**src/rtl/i2c_host_pkg.sv**
```systemverilog
// rtl/i2c_host_pkg.sv - shared state/phase types and ACK levels for the I2C host master
package i2c_host_pkg;

    typedef enum logic [3:0] {
        IDLE,
        START,
        ADDR,
        AACK,
        WRITE,
        WACK,
        READ,
        RACK,
        STOP
    } state_t;

    typedef enum logic [1:0] {
        Q0,
        Q1,
        Q2,
        Q3
    } phase_t;

    localparam logic ACK  = 1'b0;
    localparam logic NACK = 1'b1;

endpackage

```
**src/rtl/i2c_scl_timer.sv**
```systemverilog
// rtl/i2c_scl_timer.sv - quarter-period ticker and Q0..Q3 phase generator (I2C_CLK_STRETCH_EN adds slave stretch hold)
module i2c_scl_timer
    import i2c_host_pkg::*;
#(
    parameter int CLK_DIV = 8
) (
    input  logic   clk,
    input  logic   n_rst,
    input  logic   run,
    input  logic   scl_in,
    output phase_t phase,
    output logic   q_first,
    output logic   q_last
);

    localparam int            CW      = (CLK_DIV > 1) ? $clog2(CLK_DIV) : 1;
    localparam logic [CW-1:0] CNT_MAX = CW'(CLK_DIV - 1);

    logic [CW-1:0] cnt;
    logic          hold;

`ifdef I2C_CLK_STRETCH_EN
    // While SCL is released for the high phase, a slave holding it low freezes the ticker.
    assign hold = (phase == Q2) && !scl_in;
`else
    logic unused_scl_in;
    assign unused_scl_in = scl_in;
    assign hold          = 1'b0;
`endif

    assign q_first = (cnt == '0);
    assign q_last  = (cnt == CNT_MAX) && !hold;

    // Quarter counter and phase; parked at Q0/count 0 whenever no transaction runs.
    always_ff @(posedge clk or negedge n_rst) begin
        if (!n_rst) begin
            cnt   <= '0;
            phase <= Q0;
        end else if (!run) begin
            cnt   <= '0;
            phase <= Q0;
        end else if (!hold) begin
            if (cnt == CNT_MAX) begin
                cnt   <= '0;
                phase <= phase_t'(phase + 2'd1);
            end else begin
                cnt <= cnt + 1'b1;
            end
        end
    end

endmodule

```
**src/rtl/i2c_host_master.sv**
```systemverilog
// rtl/i2c_host_master.sv - bit-level I2C master: START, address, write/read bytes, STOP (optional I2C_CLK_STRETCH_EN)
module i2c_host_master
    import i2c_host_pkg::*;
#(
    parameter int         CLK_DIV    = 8,
    parameter logic [6:0] SLAVE_ADDR = 7'h42
) (
    input  logic       clk,
    input  logic       n_rst,
    input  logic       sda_in,
    input  logic       scl_in,
    output logic       sda_out,
    output logic       scl_out,
    input  logic       go,
    input  logic       rw,
    input  logic [6:0] byte_count,
    input  logic [7:0] tx_data,
    output logic       tx_req,
    output logic [7:0] rx_data,
    output logic       rx_valid,
    output logic       busy,
    output logic       done,
    output logic       nack
);

    state_t     state;
    state_t     state_nxt;
    phase_t     phase;
    logic       q_first;
    logic       q_last;
    logic       slot_end;
    logic       sample;
    logic       scl_std;
    logic       go_acc;
    logic [7:0] shreg;
    logic [2:0] bit_idx;
    logic [6:0] byte_cnt;
    logic       rw_q;
    logic       ack_bit;

    i2c_scl_timer #(
        .CLK_DIV(CLK_DIV)
    ) u_timer (
        .clk    (clk),
        .n_rst  (n_rst),
        .run    (busy),
        .scl_in (scl_in),
        .phase  (phase),
        .q_first(q_first),
        .q_last (q_last)
    );

    assign slot_end = q_last && (phase == Q3);
    assign sample   = q_last && (phase == Q2);
    assign scl_std  = (phase == Q2) || (phase == Q3);
    assign go_acc   = go && (state == IDLE);

    // State register.
    always_ff @(posedge clk or negedge n_rst) begin
        if (!n_rst) begin
            state <= IDLE;
        end else begin
            state <= state_nxt;
        end
    end

    // Next state: every transition except the go launch happens at the end of a bit slot.
    always_comb begin
        state_nxt = state;
        case (state)
            IDLE:  if (go) state_nxt = START;
            START: if (slot_end) state_nxt = ADDR;
            ADDR:  if (slot_end && bit_idx == 3'd0) state_nxt = AACK;
            AACK: begin
                if (slot_end) begin
                    if (ack_bit == NACK || byte_cnt == 7'd0) state_nxt = STOP;
                    else if (rw_q)                           state_nxt = READ;
                    else                                     state_nxt = WRITE;
                end
            end
            WRITE: if (slot_end && bit_idx == 3'd0) state_nxt = WACK;
            WACK: begin
                if (slot_end) begin
                    if (ack_bit == NACK || byte_cnt <= 7'd1) state_nxt = STOP;
                    else                                     state_nxt = WRITE;
                end
            end
            READ:  if (slot_end && bit_idx == 3'd0) state_nxt = RACK;
            RACK: begin
                if (slot_end) begin
                    if (byte_cnt <= 7'd1) state_nxt = STOP;
                    else                  state_nxt = READ;
                end
            end
            STOP:  if (slot_end) state_nxt = IDLE;
            default: state_nxt = IDLE;
        endcase
    end

    // Bus levels and strobes decoded from state and phase; SDA settles one clk into Q0 on a
    // fresh write byte while SCL is still low.
    always_comb begin
        sda_out = 1'b1;
        scl_out = 1'b1;
        done    = 1'b0;
        case (state)
            START: begin
                sda_out = (phase == Q0) || (phase == Q1);
                scl_out = (phase != Q3);
            end
            ADDR, WRITE: begin
                sda_out = shreg[7];
                scl_out = scl_std;
            end
            AACK, WACK, READ: begin
                scl_out = scl_std;
            end
            RACK: begin
                sda_out = (byte_cnt > 7'd1) ? ACK : NACK;
                scl_out = scl_std;
            end
            STOP: begin
                sda_out = (phase == Q2) || (phase == Q3);
                scl_out = (phase != Q0);
                done    = slot_end;
            end
            default: begin
                sda_out = 1'b1;
                scl_out = 1'b1;
            end
        endcase
        tx_req = (state == WRITE) && (bit_idx == 3'd7) && (phase == Q0) && q_first;
    end

    // Datapath: shift register, bit/byte counters, captured request and status registers.
    always_ff @(posedge clk or negedge n_rst) begin
        if (!n_rst) begin
            shreg    <= '0;
            bit_idx  <= '0;
            byte_cnt <= '0;
            rw_q     <= 1'b0;
            ack_bit  <= 1'b0;
            rx_data  <= '0;
            rx_valid <= 1'b0;
            busy     <= 1'b0;
            nack     <= 1'b0;
        end else begin
            rx_valid <= 1'b0;

            if (go_acc) begin
                shreg    <= {SLAVE_ADDR, rw};
                bit_idx  <= 3'd7;
                byte_cnt <= byte_count;
                rw_q     <= rw;
                nack     <= 1'b0;
                busy     <= 1'b1;
            end else begin
                if (tx_req) begin
                    shreg <= tx_data;
                end else if (sample && state == READ) begin
                    shreg <= {shreg[6:0], sda_in};
                end else if (slot_end && (state == ADDR || state == WRITE)) begin
                    shreg <= {shreg[6:0], 1'b0};
                end

                // Bit index wraps 0 -> 7, ready for the next byte.
                if (slot_end && (state == ADDR || state == WRITE || state == READ)) begin
                    bit_idx <= bit_idx - 3'd1;
                end

                if (slot_end && (state == WACK || state == RACK) && byte_cnt != 7'd0) begin
                    byte_cnt <= byte_cnt - 7'd1;
                end

                if (sample) begin
                    ack_bit <= sda_in;
                end

                if (sample && state == READ && bit_idx == 3'd0) begin
                    rx_data  <= {shreg[6:0], sda_in};
                    rx_valid <= 1'b1;
                end

                if (slot_end && (state == AACK || state == WACK) && ack_bit == NACK) begin
                    nack <= 1'b1;
                end

                if (done) begin
                    busy <= 1'b0;
                end
            end
        end
    end

endmodule

```
**config.mk**
```make
export PLATFORM = sky130hd
export DESIGN_NAME = i2c_host_master
export DESIGN_NICKNAME = d
export VERILOG_FILES = /design/src/rtl/i2c_host_pkg.sv /design/src/rtl/i2c_scl_timer.sv /design/src/rtl/i2c_host_master.sv
export SDC_FILE = /design/constraint.sdc
export NUM_CORES = 1
export LEC_CHECK = 0
export CORE_MARGIN = 5
export CORE_UTILIZATION = 40
export CTS_BUF_LIST = sky130_fd_sc_hd__clkbuf_4 sky130_fd_sc_hd__clkbuf_8
export DETAILED_ROUTE_END_ITERATION = 7
export PLACE_DENSITY_LB_ADDON = 0.15
export SETUP_SLACK_MARGIN = 0.15
export SYNTH_ARGS = -nofsm -noshare
export SYNTH_HDL_FRONTEND = slang
export SYNTH_SLANG_ARGS = --single-unit
```
**constraint.sdc**
```tcl
create_clock -name clk -period 2.5 [get_ports clk]
set_clock_uncertainty 0.05 [all_clocks]
set_input_delay 0.625 -clock clk [delete_from_list [all_inputs] [get_ports clk]]
set_output_delay 0.625 -clock clk [all_outputs]
set_load 0.01 [all_outputs]
```
==> metrics.md <==
| Metric | Value |
|---|---|
| Iteration-0 DRC count of the detailed router | `67` |
| Die extent in x | `88.7 um` |
| Class of the most critical hold timing path | `in2async` |
| Post-synth EDFFs | `0` |
| Fin crit period | `2.56 ns` |
| Setup crit start kind | `flop` |
| Clock insertion delay at the later pin of the skew report | `0.29 ns` |
| Achievable clock frequency | `0.390 GHz` |
| Vias in the first global route | `2067` |
| Layout area overhead | `28.1%` |
| Flop and latch count out of synthesis | `40` |
| Detail Placement HPWL | `4.42 mm` |
| Global-route usage over all layers | `16.0%` |
| Min Hold Slack | `0.265 ns` |
| Final count of negative-setup-slack endpoints | `1` |
| Main area contributors after synthesis | `sky130_fd_sc_hd__dfrtp_1 40%, sky130_fd_sc_hd__ha_1 6.6%, sky130_fd_sc_hd__mux2_2 5.9%, sky130_fd_sc_hd__nand2_1 3.5%, sky130_fd_sc_hd__mux2i_1 2.8%` |
| Largest area contributor in the synthesized netlist | `sky130_fd_sc_hd__dfrtp_1` |
| Core Region | `5960 um2` |
| Result of the run | `finished, violations left` |
| Via density | `5.41` |
| Commonest cells after routing, fill and taps aside | `38 x sky130_fd_sc_hd__dfrtp_1, 29 x sky130_fd_sc_hd__clkdlybuf4s50_1, 29 x sky130_fd_sc_hd__buf_4, 23 x sky130_fd_sc_hd__nand2_1, 13 x sky130_fd_sc_hd__mux2_2` |
| Final global-route overflow total | `0` |
| Stage delay of the slowest cell on the critical path | `0.57 ns` |
| Number of max-slew violations in the final report | `0` |
| Crit Path Category | `reg2out` |
| Design Power | `2.71 mW` |
| Total number of nets in the final design | `334` |
| Post-synthesis instance area | `2480 um2` |
| Required time of the worst setup path | `1.82 ns` |
| Placed inst area | `3020 um2` |
| DR vias | `2034` |
| Most common cell after layout, fill and taps aside | `sky130_fd_sc_hd__dfrtp_1` |
| Final core utilization | `53.3%` |
| Number of hold violations in the final report | `0` |
| Die outline height | `88.7 um` |
| Max_slew headroom | `61.9%` |
| Final period utilization | `103%` |
| Number of distinct library cell variants in the gate-level netlist after synthesis | `59` |
| Pre-antenna DRT Iters | `4` |
| Syn Area/Cell | `10.1 um2` |
| Power Density | `853 nW/um2` |
| Static power due to leakage | `1.35 nW` |
| Slowest library cell on the worst path | `sky130_fd_sc_hd__or4_4` |
| Cell count after synthesis | `246` |
| Share of synthesized area occupied by flip-flops and latches | `40.4%` |
| Setup TNS | `-0.0637 ns` |
| Maximum vdd ir drop | `0.438 mV` |
| Crit-path cells | `or4_4 -> o311ai_4 -> a311oi_1 -> o22ai_1 -> buf_2` |
| First-pass GRT wire length | `9.80 mm` |
| Bufs on Longest Clock Path | `2` |
| Fraction of layout cells with a size suffix above 1 | `27.6%` |
| CTS Buf Count | `5` |
| # diodes | `0` |
| Crit Path Max Fanout | `2` |
| Synthesized net count | `280` |
| Number of ports placed on the die boundary | `36` |
| Area of the die | `7860 um2` |
| Number of antenna violations at the first check in global routing | `0` |
| Starting density of the core | `41.6%` |
| Most used flip-flop cell after synthesis | `sky130_fd_sc_hd__dfrtp_1` |
| Violated checks | `setup timing` |
| Number of buffers inserted for hold repair after clock tree synthesis | `0` |
| PortBufs | `34` |
| Num Clock Sinks | `40` |
| Average wire per cell in the routed design | `15.6 um` |
| CTS tree | `done` |
| Yosys warnings | `0` |
| Gpl congestion | `0.929` |
| Multi-input logic area | `1390 um2` |
| Combined flip-flop and latch cell area | `1000 um2` |
| Asr flop ratio synth | `100%` |
| Cell Rows | `28` |
| Largest net degree at the start of global routing | `24` |
| Data arrival time of the worst path | `1.89 ns` |
| CTS H-Tree Depth | `2` |
| Worst setup slack after layout | `-0.0637 ns` |
| Root buffer selected by CTS | `sky130_fd_sc_hd__clkbuf_8` |
| Clock transition at the register clock pins on the worst setup and hold paths after CTS | `0.09 ns` |
| Measured slew at the worst slew-check pin | `0.571 ns` |
| Design Area, Final | `3170 um2` |
| Number of nets with antenna violations after detailed routing | `0` |
| Fill cell instance count of the final layout | `574` |
| Proportion of netlist area held by the largest area contributor | `40.4%` |
| Kind of end point of the critical path | `output pin` |
| Final Routed Wirelength | `5.86 mm` |
| Number of remaining DRC errors | `0` |
| Number of maximum-capacitance violations | `0` |
| Unrepaired setup endpoints after global routing | `true` |
-- flip-flops by register name, summed over array words and instances, names as in the netlist --
| register | count |
|---|---|
| rx_data | 8 |
| shreg | 8 |
| byte_cnt | 7 |
| state | 4 |
| bit_idx | 3 |
| u_timer.cnt | 3 |
| u_timer.phase | 2 |
| ack_bit | 1 |
| busy | 1 |
| nack | 1 |
| rw_q | 1 |
| rx_valid | 1 |
-- synth_stat cells (5+ instances only) --
cell / count
sky130_fd_sc_hd__a31oi_1: 5
sky130_fd_sc_hd__inv_1: 11
sky130_fd_sc_hd__dfrtp_1: 40
sky130_fd_sc_hd__mux2i_1: 7
sky130_fd_sc_hd__ha_1: 13
sky130_fd_sc_hd__mux2_2: 13
sky130_fd_sc_hd__nand2_1: 23
sky130_fd_sc_hd__clkbuf_1: 8
sky130_fd_sc_hd__nor2_1: 8
sky130_fd_sc_hd__nand3_1: 5
sky130_fd_sc_hd__nand4_1: 6
sky130_fd_sc_hd__and2_1: 5
sky130_fd_sc_hd__o21ai_0: 10
sky130_fd_sc_hd__o31ai_2: 5
-- power by group --
| group | internal, mW | leakage, nW | switching (mW) |
|---|---|---|---|
| Sequential | 0.836 | 0.489 | 0.155 |
| Clock | 0.195 | 0.0479 | 0.238 |
| Combinational | 0.643 | 0.815 | 0.639 |
-- critical path, delay by kind of cell (launching register included) --
kind                   cells  cell delay (ns)
DFF                        1             0.38
AOI/OAI and AO/OA          3             0.49
and+or+nand+nor            1             0.57
buffers and inverters      1             0.15
-- worst paths after layout --
path | from | cells after the start | slack, ns | end
max in group asynchronous | n_rst | 2 | 1.57 | byte_cnt[3]
min in group clk | u_timer.cnt[0] | 1 | 0.42 | u_timer.cnt[0]
setup reg to reg | u_timer.cnt[0] | 6 | 0.33 | byte_cnt[5]
setup / recovery | byte_cnt[5] | 5 | -0.06 | sda_out
hold reg to reg | u_timer.cnt[0] | 1 | 0.42 | u_timer.cnt[0]
hold / removal | n_rst | 1 | 0.26 | shreg[3]
-- metal layers --
| layer | routed length, um | up-vias | global-route usage, % |
|---|---|---|---|
| li1 | - | 1006 | - |
| met1 | 2730 | 982 | 20.7 |
| met2 | 2790 | 36 | 26.2 |
| met3 | 239 | 10 | 3.91 |
| met4 | 109 | 0 | 5.36 |
| met5 | 0 | - | 0 |
-- final cells by class --
class / instances / area share [%]
inverters: 11 / 1.30
well taps: 75 / 2.96
multi-input cells: 177 / 43.7
clock buffers: 5 / 2.17
clock inverters: 3 / 0.591
flip-flops and latches: 40 / 31.6
repair buffers: 65 / 17.6
-- kinds of logic after synthesis --
logic type,Yosys count,synth area share (%)
adder cells (fa/ha/maj),13,6.57
AND/OR/NAND/NOR,86,20.1
buffers and inverters,29,5.96
AO/OA/AOI/OAI,52,16.1
XOR/XNOR,6,2.12
multiplexers,20,8.74
flip-flops,40,40.4
-- stage by stage --
step,instances,setup WS (ns)
global placement,366,-0.237
floorplan,246,0.172
detailed placement,366,-0.265
CTS,374,-0.0901
global route,376,-0.180
finish,376,-0.0637
-- timing repair --
item,in CTS,in global routing
pin swaps,6,3
resized for setup,26,8
endpoints found under the setup margin,4,5
setup buffers,0,2
Power figures use the tool's default switching activity.
